$ cat src/rtl/store_write_buffer_if.sv
// Data-memory write port of the store write buffer: one request per entry,
// held stable until the memory answers with mem_ack.
interface store_write_buffer_if #(
  parameter int ADDR_W = 32,
  parameter int DATA_W = 32
);
  logic              mem_req;
  logic [ADDR_W-1:0] mem_addr;
  logic [DATA_W-1:0] mem_wdata;
  logic [3:0]        mem_be;
  logic              mem_ack;

  modport master (
    output mem_req, mem_addr, mem_wdata, mem_be,
    input  mem_ack
  );

  modport slave (
    input  mem_req, mem_addr, mem_wdata, mem_be,
    output mem_ack
  );
endinterface

$ cat src/rtl/store_write_buffer.sv
// Store write buffer: lane-formats stores from the store stage, queues them in a
// small FIFO and drains them in order to data memory over a req/ack handshake.
module store_write_buffer #(
  parameter int DEPTH  = 4,
  parameter int ADDR_W = 32,
  parameter int DATA_W = 32
) (
  input  logic                       clk,
  input  logic                       reset,
  input  logic                       MemWrite,
  input  logic [ADDR_W-1:0]          ALU_result,
  input  logic [DATA_W-1:0]          Write_data,
  input  logic [1:0]                 store_size,
  output logic                       stall,
  output logic                       misaligned,
  output logic                       empty,
  output logic [$clog2(DEPTH+1)-1:0] count,
  store_write_buffer_if.master       mem_bus
);
  localparam int CNT_W = $clog2(DEPTH+1);
  localparam int PTR_W = $clog2(DEPTH);

  typedef enum logic {IDLE, BUSY} state_t;

  state_t            state, state_next;
  logic [PTR_W-1:0]  wr_ptr, rd_ptr;
  logic [CNT_W-1:0]  count_next;
  logic [ADDR_W-3:0] addr_q [DEPTH];
  logic [DATA_W-1:0] data_q [DEPTH];
  logic [3:0]        be_q   [DEPTH];

  logic              bad_align, accept, push, pop;
  logic [DATA_W-1:0] fmt_data;
  logic [3:0]        fmt_be;

  // Replicate the store data across every lane it could land in; the byte
  // enables select the lanes memory actually writes.
  always_comb begin
    bad_align = 1'b0;
    fmt_data  = Write_data;
    fmt_be    = 4'b1111;
    case (store_size)
      2'b00: begin
        fmt_data = {4{Write_data[7:0]}};
        fmt_be   = 4'b0001 << ALU_result[1:0];
      end
      2'b01: begin
        fmt_data  = {2{Write_data[15:0]}};
        fmt_be    = 4'b0011 << ALU_result[1:0];
        bad_align = ALU_result[0];
      end
      2'b10:   bad_align = |ALU_result[1:0];
      default: bad_align = 1'b1;
    endcase
  end

  assign stall  = (count == CNT_W'(DEPTH));
  assign empty  = (count == '0);
  assign accept = MemWrite && !stall;
  assign push   = accept && !bad_align;
  assign pop    = (state == BUSY) && mem_bus.mem_ack;

  always_comb begin
    count_next = count;
    case ({push, pop})
      2'b10:   count_next = count + CNT_W'(1);
      2'b01:   count_next = count - CNT_W'(1);
      default: count_next = count;
    endcase
  end

  always_ff @(posedge clk) begin
    if (!reset) begin
      count      <= '0;
      wr_ptr     <= '0;
      rd_ptr     <= '0;
      misaligned <= 1'b0;
    end else begin
      count      <= count_next;
      misaligned <= accept && bad_align;
      if (push) wr_ptr <= wr_ptr + PTR_W'(1);
      if (pop)  rd_ptr <= rd_ptr + PTR_W'(1);
    end
  end

  // Entry storage needs no reset: pointers and count define what is valid.
  always_ff @(posedge clk) begin
    if (push) begin
      addr_q[wr_ptr] <= ALU_result[ADDR_W-1:2];
      data_q[wr_ptr] <= fmt_data;
      be_q[wr_ptr]   <= fmt_be;
    end
  end

  always_ff @(posedge clk) begin
    if (!reset) state <= IDLE;
    else        state <= state_next;
  end

  // BUSY whenever anything is left after this edge's push/pop, which gives
  // back-to-back requests without a bubble.
  always_comb begin
    state_next = state;
    case (state)
      IDLE:    state_next = (count_next != '0) ? BUSY : IDLE;
      BUSY:    state_next = (count_next != '0) ? BUSY : IDLE;
      default: state_next = IDLE;
    endcase
  end

  always_comb begin
    mem_bus.mem_req   = 1'b0;
    mem_bus.mem_addr  = '0;
    mem_bus.mem_wdata = '0;
    mem_bus.mem_be    = 4'b0000;
    if (state == BUSY) begin
      mem_bus.mem_req   = 1'b1;
      mem_bus.mem_addr  = {addr_q[rd_ptr], 2'b00};
      mem_bus.mem_wdata = data_q[rd_ptr];
      mem_bus.mem_be    = be_q[rd_ptr];
    end
  end
endmodule

$ cat src/flat_wrapper.sv
// flat-port wrapper written by rule: the top's interface ports become plain ports
module store_write_buffer_flat 
#(
  parameter int DEPTH  = 4,
  parameter int ADDR_W = 32,
  parameter int DATA_W = 32
)
  (clk, reset, MemWrite, ALU_result, Write_data, store_size, stall, misaligned, empty, count, mem_bus_mem_req, mem_bus_mem_addr, mem_bus_mem_wdata, mem_bus_mem_be, mem_bus_mem_ack);
  store_write_buffer_if #(.ADDR_W(ADDR_W), .DATA_W(DATA_W)) mem_bus_i ();
  input  logic clk;
  input  logic reset;
  input  logic MemWrite;
  input  logic [ADDR_W-1:0] ALU_result;
  input  logic [DATA_W-1:0] Write_data;
  input  logic [1:0] store_size;
  output logic stall;
  output logic misaligned;
  output logic empty;
  output logic [$clog2(DEPTH+1)-1:0] count;
  output wire logic [$bits(mem_bus_i.mem_req)-1:0] mem_bus_mem_req;
  output wire logic [$bits(mem_bus_i.mem_addr)-1:0] mem_bus_mem_addr;
  output wire logic [$bits(mem_bus_i.mem_wdata)-1:0] mem_bus_mem_wdata;
  output wire logic [$bits(mem_bus_i.mem_be)-1:0] mem_bus_mem_be;
  input wire logic [$bits(mem_bus_i.mem_ack)-1:0] mem_bus_mem_ack;
  assign mem_bus_mem_req = mem_bus_i.mem_req;
  assign mem_bus_mem_addr = mem_bus_i.mem_addr;
  assign mem_bus_mem_wdata = mem_bus_i.mem_wdata;
  assign mem_bus_mem_be = mem_bus_i.mem_be;
  assign mem_bus_i.mem_ack = mem_bus_mem_ack;
  store_write_buffer #(.DEPTH(DEPTH), .ADDR_W(ADDR_W), .DATA_W(DATA_W)) u_core (.clk(clk), .reset(reset), .MemWrite(MemWrite), .ALU_result(ALU_result), .Write_data(Write_data), .store_size(store_size), .stall(stall), .misaligned(misaligned), .empty(empty), .count(count), .mem_bus(mem_bus_i));
endmodule
$ cat config.mk
export PLATFORM = sky130hd
export DESIGN_NAME = store_write_buffer_flat
export DESIGN_NICKNAME = d
export VERILOG_FILES = /design/src/rtl/store_write_buffer_if.sv /design/src/rtl/store_write_buffer.sv /design/src/flat_wrapper.sv
export SDC_FILE = /design/constraint.sdc
export NUM_CORES = 1
export LEC_CHECK = 0
export ABC_CLOCK_PERIOD_IN_PS = 4750
export BUFFER_PORTS_ARGS = -buffer_cell sky130_fd_sc_hd__buf_2
export CORE_ASPECT_RATIO = 0.5
export CORE_MARGIN = 1.5
export CORE_UTILIZATION = 50
export DETAILED_ROUTE_END_ITERATION = 12
export PLACE_DENSITY = 0.74
export SLEW_MARGIN = 40
export SYNTH_ARGS = -nofsm -noshare
export SYNTH_HDL_FRONTEND = slang
export SYNTH_SLANG_ARGS = --single-unit
$ cat constraint.sdc
create_clock -name clk -period 4.75 [get_ports clk]
set_input_delay 0.475 -clock clk [delete_from_list [all_inputs] [get_ports clk]]
set_output_delay 0.475 -clock clk [all_outputs]
set_load 0.05 [all_outputs]
==> flow_summary.json, run 1 <==
{
  "final_cell_mix": "edfxtp_1, buf_2, and2_1",
  "worstSkewPairLatency_ns": 0.51,
  "leakage_nw": 4.47,
  "netlist_instances": 535,
  "antenna_found_initial": 0,
  "yosysSeqAreaShare_pct": 74.4,
  "synth.ff_latch_count": 275,
  "criticalPathCategory": "flip-flop to output port",
  "reg2regPathDepth": 8,
  "synth.area.mux_share_pct": 16.1,
  "coreArea_mm2": 0.0216,
  "globalRouteTotalUtil_pct": 19.2,
  "yosys_warnings": 0,
  "synth_largest_area_cell": "edfxtp_1",
  "cts_root_buf": "clkbuf_16",
  "synth_top_area_share_pct": 72.4,
  "synthXorXnorAreaFrac_pct": 0.320,
  "post_cts_resized": 0,
  "r2r_start": "u_core.state",
  "via_per_inst": 5.44,
  "fin_crit_ns": 3.07,
  "hold_end": "u_core.addr_q[3][4]",
  "die_y_um": 108,
  "hold_viol": 0,
  "num_io_pins": 145,
  "clk_path_buf_depth": 3,
  "fin_setup_tns_ns": 0,
  "setup_viol_count_final": 0,
  "dp_cells": 961,
  "grt.overflow.total": 0,
  "setup_slack_ns": 1.68,
  "synth_top_family_by_area": "multiplexers",
  "rrSetupSlack_ns": 2.15,
  "cp-start-kind": "flip-flop",
  "dr_wl_met2_um": 10700,
  "slew_headroom_pct": 54.2,
  "synthArstFlopShare_pct": 0,
  "end_kind": "output port",
  "cp_data_arrival_time_ns": 2.59,
  "fmax_mhz": 326,
  "area_growth_pct": 18.1,
  "p_per_area_mw_per_mm2": 480,
  "die_x_um": 212,
  "die-area_mm2": 0.0228,
  "ys_top_cells_by_area": "edfxtp_1, mux4_2, and2_1, dfxtp_1, mux2_1",
  "holdWs_ns": 0.180,
  "clkTransAtPathRegs_ns": 0.06,
  "ys.flop_type": "edfxtp_1",
  "drc_errors": 0,
  "drt-met1-wl_um": 9230,
  "synth_compound_area_share_pct": 1.10,
  "cts_setup_buffers": 0,
  "rows": 38,
  "dr.pass1.iters": 4,
  "yosys.area_share.simple_pct": 5.51,
  "vias": 5454,
  "slew_violations": 0,
  "drtAntennaViolNets": 0,
  "portBuffers": 142,
  "worst_r2r_endpoint": "u_core.state",
  "grt_pass1_vias": 5794,
  "synth_edf_count": 264,
  "min_from": "ALU_result[6]",
  "path_max_fanout": 44,
  "synth_fa_ha_area_share_pct": 0.754,
  "grt_pass1_wl_um": 32700,
  "ys_types": 36,
  "ctsHoldBuffers": 0,
  "min_path_cells": 1,
  "rsz0062_at_grt": "false",
  "cts_sinks": 275,
  "syn_area_mm2": 0.0109,
  "required_ns": 4.28,
  "dp_hpwl_um": 13400,
  "dpl_worst_slack_ns": 1.86,
  "stdcell_count": 1002,
  "max_cap_violations": 0,
  "layout-drive-gt1-share_pct": 37.7,
  "initialDrtViolationCount": 447,
  "period_share_pct": 64.5,
  "wl_per_cell_um": 21.3,
  "wl_met3_um": 1020,
  "maxUsedRoutingLayer": "met4",
  "outcome": "finished clean",
  "start_util_pct": 50.7,
  "peakVddDrop_mv": 0.205,
  "cts_tree": "done",
  "final_nets": 764,
  "numCtsBuffers": 25,
  "grt_max_degree": 70,
  "routed_wl_um": 21400,
  "htree_levels": 1,
  "syn_area_per_cell_um2": 20.5,
  "final_common_cell": "edfxtp_1",
  "finClkSkew_ns": 0.00968,
  "hp-class": "input port to flip-flop",
  "place_congestion": 0.716,
  "worst_pin_slew_ns": 0.687
}
==> critical path, cell delays in order (launching register included) <==
cell	delay [ns]
dfxtp_4	0.66
buf_12	0.38
mux4_2	0.59
and2_1	0.17
buf_2	0.20
==> area by class of cell <==
type / instances / area (µm²)
sequential: 275 / 8160
clock inverter: 10 / 153
multi-input combinational: 225 / 2630
fill: 1592 / 8660
inverter: 8 / 30.0
timing repair buffer: 153 / 918
clock buffer: 30 / 664
tap: 300 / 375
antenna: 1 / 2.50
==> how the worst max path moves through the flow <==
| stage | start | to | slack [ns] | cells after the start |
|---|---|---|---|---|
| detailed placement | store_size[0] | u_core.state | 1.86 | 10 |
| floorplan | u_core.count[2] | u_core.addr_q[0][0] | 1.03 | 3 |
| CTS | flip-flop | mem_bus_mem_wdata[6] | 1.59 | 4 |
| finish | flip-flop | mem_bus_mem_wdata[18] | 1.68 | 4 |
| global placement | store_size[0] | u_core.data_q[3][19] | 1.84 | 4 |
| global route | flip-flop | mem_bus_mem_wdata[6] | 1.52 | 4 |
==> kinds of logic (layout without fill, tap and decap cells) <==
family                   count (synthesis)  in the layout
XOR/XNOR                                 4              4
multiplexers                            92             92
flip-flops                             275            275
AO/OA/AOI/OAI                           18             18
adder cells (fa/ha/maj)                  6              6
AND/OR/NAND/NOR                        103            103
buffers and inverters                   36            201
other                                    1              3
==> through the flow <==
stage / util [%] / area (µm²) / total power [mW]
floorplan: - / 10900 / 3.91
global placement: 55.2 / 11900 / 4.23
detailed placement: 56.1 / 12100 / 4.26
CTS: 59.9 / 12900 / 6.27
global route: 59.9 / 12900 / 6.41
finish: 59.9 / 12900 / 6.21
==> layer usage <==
layer	vias to the layer above	global-route usage (%)
met5	-	0
met4	0	4.76
met3	27	3.70
met2	144	33.0
met1	2847	25.6
li1	2436	-
==> sequential cells by signal, summed over array words and instances, names as in the netlist, named ones only <==
| signal | count |
|---|---|
| u_core.state | 1 |
| u_core.addr_q | 120 |
| u_core.count | 3 |
| u_core.wr_ptr | 2 |
| u_core.rd_ptr | 2 |
| u_core.be_q | 16 |
| u_core.misaligned | 1 |
| u_core.data_q | 128 |
==> power by group <==
part	leakage [nW]	internal [mW]	switching (mW)
Clock	0.404	1.21	0.810
Combinational	1.58	0.436	0.944
Sequential	2.49	2.75	0.0587
==> cell usage after synthesis (2+ instances only) <==
cell type and instances:
mux4_2 66, and2_1 74, nor2_1 3, nor2b_1 2, edfxtp_1 264, clkbuf_1 13
mux2_1 16, nand2_1 14, buf_2 8, ha_1 5, mux2i_1 10, inv_1 8
buf_4 3, dfxtp_1 11, xnor2_1 3, o21bai_1 2, o21ai_1 9, nand3_1 2
buf_6 4, nor3_1 2
Power figures use the tool's default switching activity.
==> inputs of run 2 (changes only) <==
Settings changed: ABC_CLOCK_PERIOD_IN_PS 4750 to 2950.
Clock period 4.75 ns to 2.95 ns, I/O delays scaled along.
==> flow_summary.json, run 2 (synthesis gave the netlist of run 1 again) <==
{
  "outcome": "finished clean",
  "final_nets": 799,
  "die-area_mm2": 0.0228,
  "grt_pass1_wl_um": 33300,
  "path_max_fanout": 28,
  "fin_crit_ns": 2.58,
  "largestRegisters": "u_core.data_q (128), u_core.addr_q (120), u_core.be_q (16)",
  "regMostFlops": "u_core.data_q",
  "dp_hpwl_um": 13600,
  "dpl_worst_slack_ns": 0.421,
  "globalRouteTotalUtil_pct": 19.5,
  "criticalPathCategory": "flip-flop to output port",
  "via_per_inst": 5.31,
  "rows": 38,
  "cts_tree": "done",
  "cts_sinks": 275,
  "antenna_cells": 0,
  "die_y_um": 108,
  "final_cell_mix": "edfxtp_1, buf_2, and2_1",
  "drtAntennaViolNets": 0,
  "slew_violations": 0,
  "end_kind": "output port",
  "cts_root_buf": "clkbuf_16",
  "coreArea_mm2": 0.0216,
  "post_cts_resized": 0,
  "setup_slack_ns": 0.374,
  "rsz0062_at_grt": "false",
  "drc_errors": 0,
  "routed_wl_um": 21600,
  "worstSkewPairLatency_ns": 0.51,
  "grt.overflow.total": 0,
  "reg2regPathDepth": 9,
  "min_path_cells": 1,
  "grt_max_degree": 69,
  "final_common_cell": "edfxtp_1",
  "finClkSkew_ns": 0.00790,
  "worst_pin_slew_ns": 0.659,
  "required_ns": 2.65,
  "layout-drive-gt1-share_pct": 37.1,
  "grt_pass1_vias": 5818,
  "dr.pass1.iters": 4,
  "clkTransAtPathRegs_ns": 0.07,
  "slew_headroom_pct": 56.1,
  "antenna_found_initial": 0,
  "clk_path_buf_depth": 3,
  "setup_viol_count_final": 0,
  "rrSetupSlack_ns": 0.60,
  "fin_setup_tns_ns": 0,
  "initialDrtViolationCount": 424,
  "fillCellCount": 1564,
  "wl_per_cell_um": 20.7,
  "numCtsBuffers": 24,
  "peakVddDrop_mv": 0.373,
  "htree_levels": 1,
  "vias": 5523,
  "cts_setup_buffers": 0,
  "max_cap_violations": 0,
  "leakage_nw": 4.62,
  "num_io_pins": 145,
  "largest_reg_flops": 128,
  "cp-start-kind": "flip-flop",
  "hold_viol": 0,
  "portBuffers": 142,
  "p_per_area_mw_per_mm2": 757,
  "period_share_pct": 87.3,
  "place_congestion": 0.734,
  "hp-class": "input port to flip-flop",
  "start_util_pct": 50.7,
  "die_x_um": 212,
  "cp_data_arrival_time_ns": 2.28,
  "area_growth_pct": 21.0,
  "fmax_mhz": 388
}
## run 2: cell types whose count changed in the layout (fill, tap and decap cells not counted), moves of 2 or more
| cell | delta |
|---|---|
| clkinv_1 | +3 |
| dlygate4sd3_1 | +24 |
| clkbuf_1 | +3 |
| buf_4 | +13 |
| clkbuf_8 | -2 |
## run 2: cell type report
class / count / area, µm² / share of cell area, %
well taps: 300 / 375 / 2.83
clock buffers: 31 / 648 / 4.89
inverters: 8 / 30.0 / 0.227
repair buffers: 189 / 1240 / 9.33
flip-flops and latches: 275 / 8160 / 61.6
multi-input cells: 225 / 2640 / 19.9
clock inverters: 13 / 166 / 1.26
## run 2: per-stage QoR
step | instance area (µm²) | total power [mW] | cells | hold WS [ns] | utilization (%)
4_1_cts | 13200 | 10.1 | 1041 | 0.000331 | 61.4
6_report | 13200 | 10.0 | 1041 | 0.0207 | 61.4
3_5_place_dp | 12200 | 6.89 | 973 | 0.501 | 56.5
2_1_floorplan | 11000 | 6.31 | 536 | 0.394 | -
5_1_grt | 13200 | 10.4 | 1041 | 0.00530 | 61.4
3_3_place_gp | 12200 | 6.87 | 973 | 0.491 | 56.5
## run 2: metal layers
| layer | up-vias | GRT usage, % | part of all wire [%] |
|---|---|---|---|
| li1 | 2499 | - | - |
| met1 | 2870 | 27.3 | 42 |
| met2 | 127 | 32.9 | 52 |
| met3 | 27 | 2.80 | 4.0 |
| met4 | 0 | 4.41 | 1.7 |
| met5 | - | 0 | 0 |
## run 2: timing repair
item | 4_1_cts | 5_1_grt
endpoints found under the setup margin | 0 | 0
endpoints found under the hold margin | 95 | 0
hold buffers | 24 | 0
## run 2: power breakdown
part / switching [mW] / internal [mW] / leakage, nW
combinational: 1.55 / 0.742 / 1.74
clock: 1.33 / 1.91 / 0.394
sequential: 0.0780 / 4.43 / 2.49
total: 2.95 / 7.08 / 4.62
## run 2: path summary, 6_finish.rpt
| check | start | end |
|---|---|---|
| worst max register to register | u_core.count[2] | u_core.state |
| worst min-delay path | ALU_result[15] | u_core.addr_q[2][13] |
| worst max-delay path | flip-flop | mem_bus_mem_wdata[11] |
| worst min register to register | u_core.wr_ptr[1] | u_core.wr_ptr[1] |
## run 2: worst max-delay path, stage by stage, from the launching register on
cell and delay, ns:
dfxtp_4 0.51, buf_12 0.28, mux4_2 0.53, and2_1 0.21, buf_2 0.22
